## config.mk

```make
export PLATFORM = sky130hd
export DESIGN_NAME = wb_timeout
export DESIGN_NICKNAME = d
export VERILOG_FILES = /design/src/rtl/wb_timeout.sv
export SDC_FILE = /design/constraint.sdc
export NUM_CORES = 1
export LEC_CHECK = 0
export BUFFER_PORTS_ARGS = -buffer_cell sky130_fd_sc_hd__buf_2
export CORE_AREA = 2 2 84 86
export CTS_CLUSTER_SIZE = 28
export DETAILED_ROUTE_END_ITERATION = 8
export DIE_AREA = 0 0 86 88
export GPL_TIMING_DRIVEN = 1
export PLACE_DENSITY = 0.75
export SLEW_MARGIN = 30
export SYNTH_ARGS = -nofsm -noshare
export SYNTH_HDL_FRONTEND = slang
export SYNTH_SLANG_ARGS = --single-unit
```

## constraint.sdc

```tcl
create_clock -name clk -period 3.6 [get_ports clk]
set_input_delay 0.72 -clock clk [delete_from_list [all_inputs] [get_ports clk]]
set_output_delay 0.72 -clock clk [all_outputs]
set_load 0.02 [all_outputs]
```

## src/rtl/wb_timeout.sv

```systemverilog
`default_nettype none
// ---------------------------------------------------------------------------
// wb_timeout : Wishbone watchdog; aborts unanswered slave accesses with err.
// Optional status outputs (err_adr_o, err_cnt_o) under WB_TIMEOUT_STATUS_EN.
// Revision: 1.0
// ---------------------------------------------------------------------------
module wb_timeout #(
  parameter int DATA_WIDTH   = 32,
  parameter int ADDR_WIDTH   = 32,
  parameter int SELECT_WIDTH = DATA_WIDTH / 8,
  parameter int CNT_WIDTH    = 16,
  parameter int TIMEOUT      = 1024
) (
  input  logic                    clk,
  input  logic                    rst,
  input  logic [ADDR_WIDTH-1:0]   wbm_adr_i,
  input  logic [DATA_WIDTH-1:0]   wbm_dat_i,
  output logic [DATA_WIDTH-1:0]   wbm_dat_o,
  input  logic                    wbm_we_i,
  input  logic [SELECT_WIDTH-1:0] wbm_sel_i,
  input  logic                    wbm_stb_i,
  output logic                    wbm_ack_o,
  output logic                    wbm_err_o,
  output logic                    wbm_rty_o,
  input  logic                    wbm_cyc_i,
  output logic [ADDR_WIDTH-1:0]   wbs_adr_o,
  input  logic [DATA_WIDTH-1:0]   wbs_dat_i,
  output logic [DATA_WIDTH-1:0]   wbs_dat_o,
  output logic                    wbs_we_o,
  output logic [SELECT_WIDTH-1:0] wbs_sel_o,
  output logic                    wbs_stb_o,
  input  logic                    wbs_ack_i,
  input  logic                    wbs_err_i,
  input  logic                    wbs_rty_i,
  output logic                    wbs_cyc_o,
  output logic                    timeout_o
`ifdef WB_TIMEOUT_STATUS_EN
  ,
  output logic [ADDR_WIDTH-1:0]   err_adr_o,
  output logic [15:0]             err_cnt_o
`endif
);

  localparam logic [CNT_WIDTH-1:0] C_LAST = CNT_WIDTH'(TIMEOUT - 1);

  typedef enum logic [1:0] {
    ST_PASS    = 2'd0,
    ST_ABORT   = 2'd1,
    ST_RECOVER = 2'd2
  } state_t;

  state_t               state_q, state_d;
  logic [CNT_WIDTH-1:0] cnt_q, cnt_d;
  logic                 w_term;
  logic                 w_req;

  assign w_term = wbs_ack_i | wbs_err_i | wbs_rty_i;
  assign w_req  = wbm_cyc_i & wbm_stb_i;

  assign wbs_adr_o = wbm_adr_i;
  assign wbs_dat_o = wbm_dat_i;
  assign wbs_we_o  = wbm_we_i;
  assign wbs_sel_o = wbm_sel_i;
  assign wbm_dat_o = wbs_dat_i;

  always_ff @(posedge clk) begin
    if (rst) begin
      state_q <= ST_PASS;
      cnt_q   <= '0;
    end else begin
      state_q <= state_d;
      cnt_q   <= cnt_d;
    end
  end

  always_comb begin
    state_d   = state_q;
    cnt_d     = '0;
    wbs_cyc_o = 1'b0;
    wbs_stb_o = 1'b0;
    wbm_ack_o = 1'b0;
    wbm_err_o = 1'b0;
    wbm_rty_o = 1'b0;
    timeout_o = 1'b0;
    case (state_q)
      ST_PASS: begin
        wbs_cyc_o = wbm_cyc_i;
        wbs_stb_o = wbm_stb_i;
        wbm_ack_o = wbs_ack_i;
        wbm_err_o = wbs_err_i;
        wbm_rty_o = wbs_rty_i;
        // A termination on the last counted cycle wins over the abort.
        if (!w_req || w_term) begin
          cnt_d = '0;
        end else if (cnt_q == C_LAST) begin
          cnt_d   = '0;
          state_d = ST_ABORT;
        end else begin
          cnt_d = cnt_q + 1'b1;
        end
      end
      ST_ABORT: begin
        wbm_err_o = 1'b1;
        timeout_o = 1'b1;
        state_d   = ST_RECOVER;
      end
      ST_RECOVER: begin
        if (!wbm_stb_i) state_d = ST_PASS;
      end
      default: state_d = ST_PASS;
    endcase
  end

`ifdef WB_TIMEOUT_STATUS_EN
  logic [ADDR_WIDTH-1:0] err_adr_q;
  logic [15:0]           err_cnt_q;

  always_ff @(posedge clk) begin
    if (rst) begin
      err_adr_q <= '0;
      err_cnt_q <= '0;
    end else if (state_q == ST_ABORT) begin
      err_adr_q <= wbm_adr_i;
      if (err_cnt_q != 16'hFFFF) err_cnt_q <= err_cnt_q + 16'd1;
    end
  end

  assign err_adr_o = err_adr_q;
  assign err_cnt_o = err_cnt_q;
`endif

endmodule
`default_nettype wire
```

[After elaboration in Yosys (flattened, before gate mapping)]
Index checks and enable logic that the tools add are counted.
Storage, ports and cells
  flip-flop bits (word level): 18
  input bits: 108
  output and inout port bits: 107
  logic and storage cells: 28
Operators by class
  add/subtract/negate cells: 1
  eq/ne operators: 6
  muxes and demuxes: 10
  bitwise operators: 4
  reductions and logical operators: 5
Operators with widths (number)
  16-bit by 1-bit adder with 16-bit output (second input constant): 1
  16-bit by 10-bit equality test with 1-bit output (second input constant): 1
  2-bit 2-to-1 mux: 3
  2-bit inequality test (second input constant): 3
  2-bit one-hot mux with 3 select lines: 1
  1-bit 2-to-1 mux: 5
  4-bit OR reduction: 1
  3-bit AND reduction: 1
  2-bit by 1-bit equality test with 1-bit output (second input constant): 1
  2-bit equality test (second input constant): 1
  2-bit zero test: 1
  1-bit bitwise OR: 2
  1-bit one-hot mux with 2 select lines: 1
  1-bit AND: 1
  1-bit zero test: 1
  1-bit logical OR: 1
  1-bit NOT: 1

[Logic depth before layout (Yosys ltp)]
  depth in word-level cells: 5
  depth in mapped cells: 8
  depth with buffers taken out: 5

[Worst setup path after synthesis]
Ideal clock, no wire load.
  path kind: input to output
  start point: in wbs_err_i
  end point: out wbm_err_o
  arrival: 1.026 ns
  data required time: 2.880 ns
  path slack: 1.854 ns
  stages on the path: 2
  buffers on the path: 0
  path through: nor2_1 > nor2_1
On the way
  word-level cells in the longest chain between the ends: 1
Ends and longest elaborated chain
  from (decl): line 33  | input logic wbs_err_i,
  1-bit one-hot mux with 2 select lines: line 85  | case (state_q)
  to (decl): line 23  | output logic wbm_err_o,
Every way passes these cells.

[Worst setup path in the final report]
  start point: reg state_q[1]
  end point: out wbs_stb_o
On the way
  word-level cells in the longest chain between the ends: 2
Ends and longest elaborated chain
  from (decl): line 52  | state_t state_q, state_d;
  from (signal assigned): line 71  | state_q <= state_d;
  2-bit zero test: line 85
  1-bit 2-to-1 mux: line 85
  to (decl): line 31  | output logic wbs_stb_o,
Every way passes these cells.

==> results.json <==
{
  "cp-start-kind": "register",
  "p_per_area_nw_per_um2": 324,
  "crit_fanout": 5,
  "synth-edff-count": 0,
  "critPathKind": "register to primary output",
  "fin_ws_ps": 1700,
  "yosys.area.top_type": "buf_4",
  "vdd_drop_max_mv": 0.121,
  "cap_violations": 0,
  "initial_core_util": 0.255,
  "hold_buffers": 0,
  "min_period_ps": 1900,
  "grt_start_max_net_pins": 17,
  "dp_cells": 181,
  "post-route-util": 0.162,
  "maxSlewHeadroom": 0.723,
  "fmax_mhz": 526,
  "nets": 215,
  "port_buffers": 12,
  "placed_area_um2": 1030,
  "fin_total_pwr_uw": 349,
  "drive_above_1_share": 0.279,
  "place_ws_ps": 1710,
  "diodes": 0,
  "dp_hpwl_um": 2320,
  "root_buffer": "clkbuf_8",
  "htreeDepth": 1,
  "grt_overflow": 0,
  "avgViaCountPerCell": 4.14,
  "cts_inserted_buffers": 3,
  "rows": 30,
  "antenna_found_initial": 0,
  "insertion_delay_ps": 250,
  "fillers": 731,
  "rsz0062_at_grt": "false",
  "clk_transition_reported_paths_ps": 60,
  "required_ps": 2880,
  "finalMaxSlewViolations": 0,
  "drc": 0,
  "syn_to_final_growth_pct": -36.5,
  "async_reset_ff_frac": 0,
  "finalCritPeriodShare": 0.528,
  "crit_arrival_ps": 1180,
  "cts_setup_buffers": 0,
  "setup_viol": 0,
  "cts_tree": "yes",
  "clock_skew_ps": 1.37,
  "yosysSeqAreaShare": 0.213,
  "netlist_instances": 196,
  "fin_cells": 184,
  "mostFrequentLayoutCells": "dfxtp_1, xor2_1, buf_2, nor2_1, nor2_2",
  "fin_area_um2": 1080,
  "syn-cell-area_um2": 1690,
  "cts_resized": 0,
  "finalSetupTns_ps": 0,
  "syn_nets": 305,
  "cts_num_sinks": 18,
  "tightest_slew_ps": 415,
  "clockBufferDepth": 2,
  "die_area_um2": 7570,
  "gp_congestion": 0.705,
  "yosysUniqueCellTypes": 26,
  "drt-total-wl_um": 2870,
  "finalHoldViolCount": 0,
  "synth_top_area_frac": 0.456,
  "drt_pass1_iterations": 4,
  "synth_warnings": 0,
  "mostFrequentLayoutCell": "dfxtp_1",
  "first_iter_violations": 11,
  "yosys-top-cells-area": "buf_4, dfxtp_1, xor2_1, nor2_2, nand4_1",
  "hold_class": "register to register",
  "postSynthAreaPerCell_um2": 8.64,
  "synth-main-ff-cell": "dfxtp_1",
  "grt_pass1_wl_um": 4090,
  "status": "finished clean",
  "worstSetupEndpointType": "primary output",
  "ioPinCount": 215,
  "holdWs_ps": 472,
  "die_h_um": 88,
  "fp.dieW_um": 86,
  "leakagePower_nw": 0.377,
  "grt_pass1_vias": 763,
  "vias": 762,
  "grt.total_usage": 0.0718,
  "antenna_left": 0,
  "ys_ff_latch": 18,
  "wl_per_cell_um": 15.6,
  "design.core.area_um2": 6640
}
-- layer usage --
metal,vias to the layer above,wire length [µm],GRT usage,part of all wire
met4,0,121,0.0404,0.042
met3,18,457,0.0518,0.16
met2,69,1510,0.128,0.52
met5,-,0,0,0
li1,337,-,-,-
met1,338,785,0.0570,0.27
-- state kept, by name, indices dropped and copies added (netlist names) --
signal and flops:
cnt_q 16, state_q 2
-- cells in the mapped netlist, drive strengths merged, types with 2 or more instances --
cell	n
nor2	20
xnor2	2
dfxtp	18
and2	6
nand4	8
nand3	4
nor4b	2
nand2	2
and4	3
nor2b	3
and3	3
xor2	12
buf	106
-- final timing paths --
kind                    from         to  slack [ps]  cells past startpoint
setup / recovery  state_q[1]  wbs_stb_o        1700                      3
hold / removal      cnt_q[0]   cnt_q[0]         470                      1
setup reg to reg    cnt_q[0]   cnt_q[5]        1930                      5
hold reg to reg     cnt_q[0]   cnt_q[0]         470                      1
-- worst max-delay path, cell delays in order (launching register included) --
cell and delay, ps:
dfxtp_1 330, nor2_1 220, and2_1 210, buf_2 180
-- logic make-up after synthesis --
logic type / count (synthesis) / share of synthesized area
buffers and inverters: 108 / 0.486
AND/OR/NAND/NOR: 54 / 0.219
flip-flops: 18 / 0.213
XOR/XNOR: 14 / 0.0724
AO/OA/AOI/OAI: 1 / 0.00295
adder cells (fa/ha/maj): 1 / 0.00738
-- where the power goes --
part / switching (mW) / internal [mW] / total (mW)
registers: 0.000121 / 0.199 / 0.199
clock network: 0.0598 / 0.0741 / 0.134
logic: 0.00887 / 0.00646 / 0.0153
total: 0.0688 / 0.280 / 0.349
-- cell type report --
type                            count  area (µm²)  share of cell area
Multi-Input combinational cell     70         510               0.474
Sequential cell                    18         360               0.335
Tap cell                           80         100              0.0930
Timing Repair Buffer               12        60.1              0.0558
Clock buffer                        3        41.3              0.0384
Inverter                            1        3.75             0.00349
Note: power is estimated with default switching activity, not from simulation.
